<file path="config.mk">
export PLATFORM = sky130hd
export DESIGN_NAME = sal_cmd_sched
export DESIGN_NICKNAME = d
export VERILOG_FILES = /design/src/rtl/sal_cmd_sched.sv
export SDC_FILE = /design/constraint.sdc
export NUM_CORES = 1
export LEC_CHECK = 0
export ABC_CLOCK_PERIOD_IN_PS = 5400
export CORE_AREA = 2 2 119 121
export CTS_BUF_LIST = sky130_fd_sc_hd__clkbuf_8
export DETAILED_ROUTE_END_ITERATION = 10
export DIE_AREA = 0 0 121 123
export HOLD_SLACK_MARGIN = 0.12
export PLACE_DENSITY = 0.91
export SYNTH_ARGS = -nofsm -noshare
export SYNTH_HDL_FRONTEND = slang
export SYNTH_SLANG_ARGS = --single-unit
</file>
<file path="constraint.sdc">
create_clock -name clk -period 5.4 [get_ports clk]
set_input_delay 1.08 -clock clk [delete_from_list [all_inputs] [get_ports clk]]
set_output_delay 1.08 -clock clk [all_outputs]
set_load 0.05 [all_outputs]
</file>
<file path="src/rtl/sal_cmd_sched.sv">
// Command scheduler at the destination end of the bank-controller interface: one grant per cycle
// across NUM_BANKS banks with class priority, round-robin fairness and inter-bank timing spacing.
module sal_cmd_sched #(
  parameter int unsigned NUM_BANKS = 4,
  parameter int unsigned CNT_W     = 8,
  parameter int unsigned T_W       = 8,
  parameter int unsigned RA_W      = 16,
  parameter int unsigned CA_W      = 10,
  parameter int unsigned ID_W      = 4,
  parameter int unsigned LEN_W     = 8,
  localparam int unsigned BA_W     = (NUM_BANKS > 1) ? $clog2(NUM_BANKS) : 1
) (
  input  logic                        clk,
  input  logic                        rst_n,
  input  logic [NUM_BANKS-1:0]        act_req,
  input  logic [NUM_BANKS-1:0]        rd_req,
  input  logic [NUM_BANKS-1:0]        wr_req,
  input  logic [NUM_BANKS-1:0]        pre_req,
  input  logic [NUM_BANKS-1:0]        ref_req,
  input  logic [NUM_BANKS*BA_W-1:0]   ba_i,
  input  logic [NUM_BANKS*RA_W-1:0]   ra_i,
  input  logic [NUM_BANKS*CA_W-1:0]   ca_i,
  input  logic [NUM_BANKS*ID_W-1:0]   id_i,
  input  logic [NUM_BANKS*LEN_W-1:0]  len_i,
  output logic [NUM_BANKS-1:0]        act_gnt,
  output logic [NUM_BANKS-1:0]        rd_gnt,
  output logic [NUM_BANKS-1:0]        wr_gnt,
  output logic [NUM_BANKS-1:0]        pre_gnt,
  output logic [NUM_BANKS-1:0]        ref_gnt,
  input  logic [T_W-1:0]              t_rrd_m1,
  input  logic [T_W-1:0]              t_ccd_m1,
  input  logic [T_W-1:0]              t_wtr_m1,
  input  logic [T_W-1:0]              t_rtw_m1,
  output logic                        cmd_valid,
  output logic [2:0]                  cmd_type,
  output logic [BA_W-1:0]             cmd_ba,
  output logic [RA_W-1:0]             cmd_ra,
  output logic [CA_W-1:0]             cmd_ca,
  output logic [ID_W-1:0]             cmd_id,
  output logic [LEN_W-1:0]            cmd_len
);

  typedef enum logic [2:0] {
    CMD_NOP = 3'd0,
    CMD_ACT = 3'd1,
    CMD_RD  = 3'd2,
    CMD_WR  = 3'd3,
    CMD_PRE = 3'd4,
    CMD_REF = 3'd5
  } cmd_e;

  typedef enum logic [1:0] {
    CLS_REF = 2'd0,
    CLS_CAS = 2'd1,
    CLS_ACT = 2'd2,
    CLS_PRE = 2'd3
  } cls_e;

  logic [CNT_W-1:0]     r_rrd_cnt, r_ccd_cnt, r_wtr_cnt, r_rtw_cnt;
  logic [BA_W-1:0]      r_rr_ptr;
  logic                 r_cmd_valid;
  cmd_e                 r_cmd_type;
  logic [BA_W-1:0]      r_cmd_ba;
  logic [RA_W-1:0]      r_cmd_ra;
  logic [CA_W-1:0]      r_cmd_ca;
  logic [ID_W-1:0]      r_cmd_id;
  logic [LEN_W-1:0]     r_cmd_len;

  logic [NUM_BANKS-1:0] w_rd_elig, w_wr_elig, w_cas_elig, w_act_elig, w_cand, w_gnt_oh;
  logic                 w_rd_ok, w_wr_ok, w_found, w_gnt_any;
  cls_e                 w_cls;
  cmd_e                 w_cmd_type;
  logic [BA_W-1:0]      w_bank, w_rr_next;
  logic                 w_act_fire, w_rd_fire, w_wr_fire;

  function automatic logic [CNT_W-1:0] dec_sat(input logic [CNT_W-1:0] c);
    return (c == '0) ? '0 : c - CNT_W'(1);
  endfunction

  // Eligibility per class; a bank raising rd and wr together is treated as RD only
  always_comb begin
    w_rd_ok    = (r_ccd_cnt == '0) && (r_wtr_cnt == '0);
    w_wr_ok    = (r_ccd_cnt == '0) && (r_rtw_cnt == '0);
    w_rd_elig  = rd_req & {NUM_BANKS{w_rd_ok}};
    w_wr_elig  = wr_req & ~rd_req & {NUM_BANKS{w_wr_ok}};
    w_cas_elig = w_rd_elig | w_wr_elig;
    w_act_elig = act_req & {NUM_BANKS{r_rrd_cnt == '0}};
  end

  // Highest class with an eligible requester, then round-robin from r_rr_ptr
  always_comb begin
    int unsigned k;
    w_cls   = CLS_PRE;
    w_cand  = pre_req;
    w_found = 1'b0;
    w_bank  = '0;
    k       = 0;
    if (|ref_req) begin
      w_cls  = CLS_REF;
      w_cand = ref_req;
    end else if (|w_cas_elig) begin
      w_cls  = CLS_CAS;
      w_cand = w_cas_elig;
    end else if (|w_act_elig) begin
      w_cls  = CLS_ACT;
      w_cand = w_act_elig;
    end
    for (int unsigned i = 0; i < NUM_BANKS; i++) begin
      k = (32'(r_rr_ptr) + i) % NUM_BANKS;
      if (!w_found && w_cand[k]) begin
        w_found = 1'b1;
        w_bank  = BA_W'(k);
      end
    end
  end

  // One-hot grant decode, suppressed while reset is asserted
  always_comb begin
    w_gnt_any = rst_n && w_found;
    w_gnt_oh  = '0;
    if (w_gnt_any) w_gnt_oh[w_bank] = 1'b1;
    ref_gnt    = (w_cls == CLS_REF) ? w_gnt_oh : '0;
    rd_gnt     = (w_cls == CLS_CAS) ? (w_gnt_oh & w_rd_elig) : '0;
    wr_gnt     = (w_cls == CLS_CAS) ? (w_gnt_oh & w_wr_elig) : '0;
    act_gnt    = (w_cls == CLS_ACT) ? w_gnt_oh : '0;
    pre_gnt    = (w_cls == CLS_PRE) ? w_gnt_oh : '0;
    w_act_fire = |act_gnt;
    w_rd_fire  = |rd_gnt;
    w_wr_fire  = |wr_gnt;
    w_rr_next  = (w_bank == BA_W'(NUM_BANKS - 1)) ? '0 : w_bank + BA_W'(1);
    w_cmd_type = CMD_NOP;
    if (w_gnt_any) begin
      unique case (w_cls)
        CLS_REF: w_cmd_type = CMD_REF;
        CLS_CAS: w_cmd_type = w_rd_fire ? CMD_RD : CMD_WR;
        CLS_ACT: w_cmd_type = CMD_ACT;
        default: w_cmd_type = CMD_PRE;
      endcase
    end
  end

  // Timing counters: reload on the matching grant, otherwise count down to zero
  always_ff @(posedge clk or negedge rst_n) begin
    if (!rst_n) begin
      r_rrd_cnt <= '0;
      r_ccd_cnt <= '0;
      r_wtr_cnt <= '0;
      r_rtw_cnt <= '0;
      r_rr_ptr  <= '0;
    end else begin
      r_rrd_cnt <= w_act_fire ? CNT_W'(t_rrd_m1) : dec_sat(r_rrd_cnt);
      r_ccd_cnt <= (w_rd_fire || w_wr_fire) ? CNT_W'(t_ccd_m1) : dec_sat(r_ccd_cnt);
      r_rtw_cnt <= w_rd_fire ? CNT_W'(t_rtw_m1) : dec_sat(r_rtw_cnt);
      r_wtr_cnt <= w_wr_fire ? CNT_W'(t_wtr_m1) : dec_sat(r_wtr_cnt);
      if (w_gnt_any) r_rr_ptr <= w_rr_next;
    end
  end

  // Registered command toward the PHY; fields hold when nothing is granted
  always_ff @(posedge clk or negedge rst_n) begin
    if (!rst_n) begin
      r_cmd_valid <= 1'b0;
      r_cmd_type  <= CMD_NOP;
      r_cmd_ba    <= '0;
      r_cmd_ra    <= '0;
      r_cmd_ca    <= '0;
      r_cmd_id    <= '0;
      r_cmd_len   <= '0;
    end else begin
      r_cmd_valid <= w_gnt_any;
      r_cmd_type  <= w_cmd_type;
      if (w_gnt_any) begin
        r_cmd_ba  <= ba_i[32'(w_bank)*BA_W +: BA_W];
        r_cmd_ra  <= ra_i[32'(w_bank)*RA_W +: RA_W];
        r_cmd_ca  <= ca_i[32'(w_bank)*CA_W +: CA_W];
        r_cmd_id  <= id_i[32'(w_bank)*ID_W +: ID_W];
        r_cmd_len <= len_i[32'(w_bank)*LEN_W +: LEN_W];
      end
    end
  end

  assign cmd_valid = r_cmd_valid;
  assign cmd_type  = r_cmd_type;
  assign cmd_ba    = r_cmd_ba;
  assign cmd_ra    = r_cmd_ra;
  assign cmd_ca    = r_cmd_ca;
  assign cmd_id    = r_cmd_id;
  assign cmd_len   = r_cmd_len;

  // A bank controller must never ask for RD and WR in the same cycle
  a_no_rd_wr_same_bank: assert property (@(posedge clk) disable iff (!rst_n)
    (rd_req & wr_req) == '0)
    else $warning("bank controller raised rd_req and wr_req together: %b", rd_req & wr_req);

endmodule
</file>
Word level (Yosys, flattened, before mapping) --
Index checks and enable logic that the tools add are counted. W data, S select, Z words.
Operators by class: add/sub/neg operators 8, shift operators 5, magnitude comparators 6, multipliers 1, eq/ne operators 4, muxes and demuxes 42, bitwise logic cells 8, reductions and logical operators 22
Operators by type and width (number):
- $mux W8 | 8
- $shiftx A64 B7 Y16 | 1
- $shiftx A40 B7 Y10 | 1
- $mux W4 | 9
- $logic_not A8 Y1 | 4
- $shiftx A32 B6 Y8 | 1
- $sub A8 B1 Y8 const B | 4
- $and A4 B4 Y4 | 6
- $reduce_or A4 Y1 | 6
- $shiftx A16 B5 Y4 | 1
- $lt A2 B3 Y1 const B | 5
- $mux W2 | 7
- $mux W1 | 11
- $pmux W3 S3 | 1
- $bmux W1 S2 | 4
- $shiftx A8 B4 Y2 | 1
- $logic_and A1 B1 Y1 | 7
- $eq A2 B2 Y1 const B | 3
- $mul A2 B3 Y5 const B | 1
- $add A2 B1 Y2 const B | 2
- $add A2 B2 Y2 const B | 2
- $not A4 Y4 | 1
- $or A4 B4 Y4 | 1
- $logic_not A1 Y1 | 3
- other kinds (6) | 6
Storage, ports and cells: word-level logic and storage cells 108, output and inout port bits 64, register bits after elaboration 78, input bits 214

Longest topological paths before layout --
Gate-level depths: netlist (run 1).
depth after elaboration 30, depth in mapped cells 21, gate-level depth less buffers 17

Least setup slack after synthesis (run 1) --
OpenSTA, ideal clock, no wires.
kind in2out, start input wr_req[2], end output rd_gnt[0], cell stages on the path 13, path buffers 1, slack -0.575 ns, arrival time 4.895 ns, required time 4.320 ns, path through nor2b_1 -> or4b_2 -> a22oi_2 -> nand2_1 -> inv_1 -> o21ai_0 -> o211a_1 -> o21ai_0 -> inv_1 -> nor2_1 -> clkbuf_1 -> nand2_1 -> nor3_1
On the way: longest elaborated chain between the ends 25, elaborated cells on any way between the ends 40, those cells by class order compare (2); eq/ne (1); mux (24); bitwise (4); reduce/logical (9)
Ends and longest elaborated chain:
- start, declared | RTL line 17 | input logic [NUM_BANKS-1:0] wr_req,
- $and A4 B4 Y4 * (2 in series) | RTL line 85 | w_wr_elig = wr_req & ~rd_req & {NUM_BANKS{w_wr_ok}};
- $or A4 B4 Y4 * | RTL line 86 | w_cas_elig = w_rd_elig | w_wr_elig;
- $reduce_or A4 Y1 | RTL line 101 | end else if (|w_cas_elig) begin
- $mux W4 | RTL line 101
- $mux W4 | RTL line 98 | if (|ref_req) begin
- $bmux W1 S2 | RTL line 110 | if (!w_found && w_cand[k]) begin
- $mux W1 (implied by the code) | RTL line 110
- $mux W1 | RTL line 110
- (+8 left out)
- $mux W2 | RTL line 110
- $lt A2 B3 Y1 (implied by the code) / $ge A2 B1 Y1 (equally long branches) | RTL line 121 | if (w_gnt_any) w_gnt_oh[w_bank] = 1'b1;
- $logic_and A1 B1 Y1 (implied by the code) | RTL line 121
- $mux W1 (implied by the code) | RTL line 121
- $demux W1 S2 | RTL line 121
- $mux W4 | RTL line 121
- $and A4 B4 Y4 | RTL line 123 | rd_gnt = (w_cls == CLS_CAS) ? (w_gnt_oh & w_rd_elig) : '0;
- $mux W4 * | RTL line 123
- end, declared | RTL line 26 | output logic [NUM_BANKS-1:0] rd_gnt,
Mark *: on every way between the ends. The rest lies on a longest branch, timed or not. The select of a mux whose other input is x is not followed.

Worst setup path after layout (run 1) --
start input rd_req[0], end output wr_gnt[0]
On the way: longest elaborated chain between the ends 26, elaborated cells on any way between the ends 42, those cells by class order compare (2); eq/ne (1); mux (24); bitwise (6); reduce/logical (9)
Ends and longest elaborated chain:
- start, declared | RTL line 16 | input logic [NUM_BANKS-1:0] rd_req,
- $not A4 Y4 | RTL line 85
- $and A4 B4 Y4 (2 in series) | RTL line 85
- $or A4 B4 Y4 | RTL line 86
- $reduce_or A4 Y1 | RTL line 101
- $mux W4 | RTL line 101
- $mux W4 | RTL line 98
- $bmux W1 S2 | RTL line 110
- $mux W1 (implied by the code) | RTL line 110
- (+9 left out)
- $mux W2 | RTL line 110
- $lt A2 B3 Y1 (implied by the code) / $ge A2 B1 Y1 (equally long branches) | RTL line 121
- $logic_and A1 B1 Y1 (implied by the code) | RTL line 121
- $mux W1 (implied by the code) | RTL line 121
- $demux W1 S2 | RTL line 121
- $mux W4 | RTL line 121
- $and A4 B4 Y4 | RTL line 124 | wr_gnt = (w_cls == CLS_CAS) ? (w_gnt_oh & w_wr_elig) : '0;
- $mux W4 * | RTL line 124
- end, declared | RTL line 27 | output logic [NUM_BANKS-1:0] wr_gnt,
Marked as above.

==> impl_metrics.csv, run 1 <==
group,metric,value,unit
run_status,status,"finished, final reports clean",
synthesis,seq_area_frac_synth,34.6,%
clock_network,clk_pin_slew,0.07,ns
synthesis,netlist_area,5650,um^2
min_path,worstHoldPathType,"reg2reg",
floorplan,dieHeight,123,um
floorplan,pin_count,278,
sta,min_period,5.32,ns
finish,mostFrequentLayoutCell,"clkdlybuf4s50_1",
finish,nets,1150,
min_path,whs_endpoint,"cmd_len[6]",
finish,post-route-cell-area,9330,um^2
floorplan,start_util,41.5,%
synthesis,syn-num-nets,851,
synthesis,synth_top_area_cell,"dfrtp_1",
critical_path,cp.required,4.32,ns
clock_network,clk_latency,0.35,ns
synthesis,avgSynthCellArea,9.07,um^2
route,drc,0,
route,wl_met2,10800,um
power,ir_drop,235,uV
floorplan,die-width,121,um
route,drt_iter0_markers,569,
synthesis,synth-seq-cells,78,
placement,gp_congestion,0.939,
clock_network,cts_root_buffer,"clkbuf_8",
power,p_per_area,366,nW/um^2
min_path,whs_path_depth,1,
route,drt-total-wl,21400,um
floorplan,coreArea,13600,um^2
synthesis,ys_warn_count,0,
clock_network,cts_buffer_depth,2,
job,max_cap_violations,0,
route,wl_met3,1890,um
route,ant_nets,0,
sta,skew,0.0110,ns
critical_path,reg2reg_from,"r_wtr_cnt[0]",
global_route,overflow,0,
floorplan,std_cell_rows,43,
min_path,hold_start,"cmd_len[6]",
synthesis,async_flop_share,100,%
floorplan,die_area,14900,um^2
sta,rsz0062_at_grt,"yes",
placement,dp.cells,1087,
placement,placed_area,9070,um^2
critical_path,start_kind,"input port",
finish,layout_common_cells,"clkdlybuf4s50_1, dfrtp_1, mux2_2",
synthesis,synth_top_area_share,34.6,%
power,p_leak,3.83,nW
critical_path,r2r_cells,17,
clock_network,tritoncts,"yes",
synthesis,synth_cell_type_count,56,
sta,holdWs,0.517,ns
critical_path,path_max_fanout,6,
route,routed.top_layer,"met4",
clock_network,cts_made_buffers,9,
critical_path,crit_arrival,4.24,ns
sta,final-setup-viol-count,0,
finish,post_layout_nonfiller_instances,1107,
critical_path,r2r-end,"cmd_ca[1]",
synthesis,synthCells,623,
global_route,grtUsageTotal,27.7,%
finish,post-route-util,68.6,%
sta,hold_viol,0,
critical_path,cp-end-kind,"primary output",
sta,fin_crit_sh,98.5,%
synthesis,ys.flop_type,"dfrtp_1",
critical_path,crit_chain,"clkdlybuf4s50_1, buf_4, or4_1, a222oi_1, buf_4, a2111oi_4, nor2_1, buf_4, o41ai_4, buf_4, nor2_1, nand2_1, nor3_2, buf_12",
global_route,grt_max_degree,79,
sta,slew-limit-headroom,31.1,%
critical_path,slowest_stage,"or4_1",
global_route,grt_pass1_wl,32200,um
route,routedWlPerCell,19.3,um
finish,drive_gt1_share,19.3,%
critical_path,crit_type,"in2out",
route,drt-met1-wl,8200,um
placement,io_buffer_count,277,
clock_network,cts_sinks,78,
route,vias,6490,
sta,fmax,188,MHz
power,total_power,3.42,mW
clock_network,htreeDepth,3,
route,drt-pass1-iter-count,5,
finish,diodes,0,
sta,slew_viol_final,0,
placement,hpwl,16100,um
critical_path,critPathMostFrequentCell,"buf_4",
critical_path,reg2reg_slack,0.95,ns
sta,tightest_slew,1.03,ns
critical_path,max_stage_delay,0.58,ns
synthesis,synth_area_leaders,"dfrtp_1, mux2_2, a221o_1",
route,vias_per_cell,5.86,
synthesis,synth-edff-count,0,
finish,area_growth,65.2,%
global_route,antenna_found_initial,0,
global_route,grt_pass1_vias,6338,
## report_power, final
group | switching (mW) | internal [mW]
combinational | 1.17 | 0.861
sequential | 0.158 | 0.780
clock | 0.222 | 0.225
total | 1.55 | 1.87
## sequential cells by signal, indices dropped and copies added (netlist names), 3 cells and up
register   cells
r_wtr_cnt      8
cmd_type       3
r_rtw_cnt      8
cmd_ra        16
r_ccd_cnt      8
cmd_ca        10
cmd_id         4
r_rrd_cnt      8
cmd_len        8
## cell families (layout without fill, tap and decap cells)
group	count (synthesis)	count (layout)	synth area share (%)
buffers and inverters	69	373	4.89
DFF	78	78	34.6
muxes	68	68	13.5
xor gates and xnor gates	18	18	2.79
adders and majority gates	14	14	3.10
and+or+nand+nor	181	181	16.3
AOI/OAI and AO/OA	195	195	24.8
## critical path, delay by kind of cell
| kind | cells | cell delay (ns) |
|---|---|---|
| buf+inv | 6 | 1.31 |
| simple gates | 5 | 1.32 |
| compound gates | 3 | 0.54 |
## through the flow
step	TNS [ns]	setup slack, ns
6_report	0	0.0818
5_1_grt	-0.123	-0.0512
4_1_cts	0	0.0162
3_5_place_dp	-0.00885	-0.00885
3_3_place_gp	0	0.103
2_1_floorplan	-0.166	-0.166
## cell type report
type                            count  area [um^2]
Multi-Input combinational cell    476         3520
Tap cell                          180          225
Clock inverter                      6         61.3
Timing Repair Buffer              328         3330
Fill cell                        1012         4280
Sequential cell                    78         1950
Clock buffer                       10          138
Inverter                           29          109
## timing repair
item / 4_1_cts / 5_1_grt
resized for setup: 1 / 7
pin swaps: 1 / 6
hold buffers: 0 / 0
setup buffers: 0 / 4
endpoints found under the setup margin: 3 / 18
## worst max-delay path by stage
stage / startpoint / endpoint / slack, ns
floorplan: wr_req[2] / rd_gnt[0] / -0.17
global placement: rd_req[2] / ref_gnt[3] / 0.10
detailed placement: rd_req[2] / rd_gnt[3] / -0.009
CTS: rd_req[2] / wr_gnt[2] / 0.02
global route: rd_req[0] / wr_gnt[0] / -0.05
finish: rd_req[0] / wr_gnt[0] / 0.08
## cell usage after synthesis (3+ instances only)
| master | n |
|---|---|
| and3_1 | 10 |
| mux2_1 | 10 |
| o21ai_0 | 51 |
| buf_2 | 14 |
| nand3_1 | 48 |
| o221ai_1 | 7 |
| xnor2_1 | 12 |
| ha_1 | 14 |
| clkbuf_1 | 26 |
| a221o_1 | 44 |
| nor4_1 | 6 |
| mux2_2 | 57 |
| or3b_2 | 3 |
| dfrtp_1 | 78 |
| nor3_1 | 15 |
| and2_1 | 5 |
| nand2_1 | 24 |
| o211ai_1 | 14 |
| inv_1 | 28 |
| nor2_1 | 47 |
| or4_1 | 6 |
| xor2_1 | 6 |
| o21a_1 | 3 |
| nor2b_1 | 3 |
| nor3b_1 | 3 |
| a22o_1 | 3 |
| a21oi_1 | 48 |
## routing by layer
layer,vias to the layer above,global-route usage (%)
met4,0,8.58
met5,-,0
met1,3097,33.7
li1,2951,-
met2,387,49.0
met3,55,6.09
No activity file was read; power rests on OpenSTA's default activity.
==> run 2: changes to the inputs <==
REMOVE_ABC_BUFFERS = 1   (was default)
==> run 2 against run 1 <==
  * Worst setup slack improved by 0.024 ns
  * Clock power increased by 10%
  * Total power increased by 2.1%
  * Via count decreased by 0.63%
  * Clock skew increased by 0.0081 ns
  * Combinational power increased by 2%
  * Worst hold slack improved by 0.0015 ns
  * Sequential power decreased by 0.5%
  * Routed wire length increased by 2.1%
  * First-iteration DRC count decreased by 16%
  * Utilization increased by 0.40 points
  * Die area unchanged
==> impl_metrics.csv, run 2 (same netlist as run 1, synthesis figures left out) <==
group,metric,value,unit
run_status,status,"finished, final reports clean",
finish,drive_gt1_share,19.3,%
power,p_leak,3.89,nW
power,total_power,3.49,mW
finish,largest_reg_flops,16,
finish,mostFrequentLayoutCell,"clkdlybuf4s50_1",
clock_network,htreeDepth,3,
route,vias_per_cell,5.77,
route,routedWlPerCell,19.6,um
critical_path,cp.required,4.32,ns
sta,slew-limit-headroom,49.8,%
critical_path,path_max_fanout,7,
min_path,worstHoldPathType,"reg2reg",
route,wl_met2,10900,um
sta,rsz0062_at_grt,"no",
route,drt-pass1-iter-count,5,
clock_network,postCtsHoldBufs,0,
sta,min_period,5.29,ns
clock_network,cts_sinks,78,
route,drt_iter0_markers,478,
route,routed.top_layer,"met4",
finish,diodes,0,
clock_network,cts_root_buffer,"clkbuf_8",
critical_path,cp-end-kind,"primary output",
clock_network,cts_buffer_depth,2,
floorplan,dieHeight,123,um
power,p_per_area,372,nW/um^2
floorplan,pin_count,278,
floorplan,die-width,121,um
sta,tns,0,ns
sta,fin_crit_sh,98.0,%
global_route,grt_pass1_vias,6462,
placement,gp_congestion,0.938,
finish,nets,1160,
finish,layout_common_cells,"clkdlybuf4s50_1, dfrtp_1, buf_4",
global_route,grt_max_degree,58,
finish,area_growth,66.2,%
placement,hpwl,16600,um
route,drc,0,
sta,final-setup-viol-count,0,
sta,hold_viol,0,
global_route,overflow,0,
route,drt-met1-wl,8500,um
critical_path,start_kind,"input port",
sta,fin_ws,0.106,ns
power,ir_drop,206,uV
clock_network,cts_made_buffers,9,
sta,tightest_slew,0.753,ns
route,vias,6449,
critical_path,crit_arrival,4.21,ns
clock_network,tritoncts,"yes",
route,drt-total-wl,21900,um
finish,post_layout_nonfiller_instances,1117,
floorplan,start_util,41.5,%
global_route,grt_pass1_wl,33300,um
floorplan,coreArea,13600,um^2
clock_network,clk_pin_slew,0.08,ns
clock_network,clk_latency,0.37,ns
job,max_cap_violations,0,
sta,skew,0.0191,ns
route,ant_nets,0,
global_route,antenna_found_initial,0,
critical_path,crit_type,"in2out",
floorplan,die_area,14900,um^2
route,wl_met3,1770,um
placement,place_ws,0.0487,ns
placement,dp.cells,1097,
global_route,grtUsageTotal,28.8,%
sta,slew_viol_final,0,
sta,fmax,189,MHz
placement,io_buffer_count,277,
floorplan,std_cell_rows,43,
-- run 2: worst max-delay path, stage by stage --
cell	delay, ns
clkdlybuf4s50_1	0.48
nor2b_1	0.06
or4b_2	0.70
a222oi_1	0.30
buf_4	0.19
a2111oi_2	0.05
nor2_1	0.14
buf_4	0.16
o41ai_4	0.07
buf_4	0.18
buf_4	0.16
nor4_1	0.33
buf_4	0.19
buf_12	0.13
-- run 2: final cells by class --
type,instances,area [um^2]
clock inverter,7,88.8
multi-input combinational,476,3470
inverter,29,109
timing repair buffer,338,3420
sequential,78,1950
fill,1018,4220
clock buffer,9,124
tap,180,225
-- run 2: final timing paths --
check	startpoint	endpoint	slack, ns	depth (start not counted)
worst min register to register	cmd_ra[9]	cmd_ra[9]	0.52	1
worst min-delay path	cmd_ra[9]	cmd_ra[9]	0.52	1
worst max-delay path	rd_req[2]	rd_gnt[1]	0.11	14
max in group asynchronous	rst_n	cmd_valid	3.71	2
min in group asynchronous	rst_n	cmd_ca[3]	0.62	1
worst max register to register	r_wtr_cnt[0]	r_rrd_cnt[1]	0.95	15
-- run 2: timing repair --
| action | in CTS | in global routing |
|---|---|---|
| pin swaps | 1 | 5 |
| gates resized for setup | 0 | 7 |
| buffers inserted | 3 | 1 |
| setup endpoints to repair | 5 | 15 |
-- run 2: where the power goes --
part	switching, mW	total [mW]	internal (mW)
combinational	1.19	2.07	0.878
clock	0.234	0.492	0.258
sequential	0.153	0.933	0.780
-- run 2: per-stage QoR --
| stage | hold WS (ns) | instance area (um^2) | util [%] |
|---|---|---|---|
| CTS | 0.521 | 9360 | 68.7 |
| floorplan | 0.473 | 5480 | - |
| finish | 0.518 | 9390 | 69.0 |
| detailed placement | 0.500 | 9120 | 67.0 |
| global route | 0.533 | 9390 | 69.0 |
| global placement | 0.494 | 9120 | 67.0 |
-- run 2: metal layers --
metal	up-vias	track usage, %
met5	-	0
met4	0	11.3
met1	3079	34.7
met3	57	6.50
li1	2976	-
met2	337	50.2
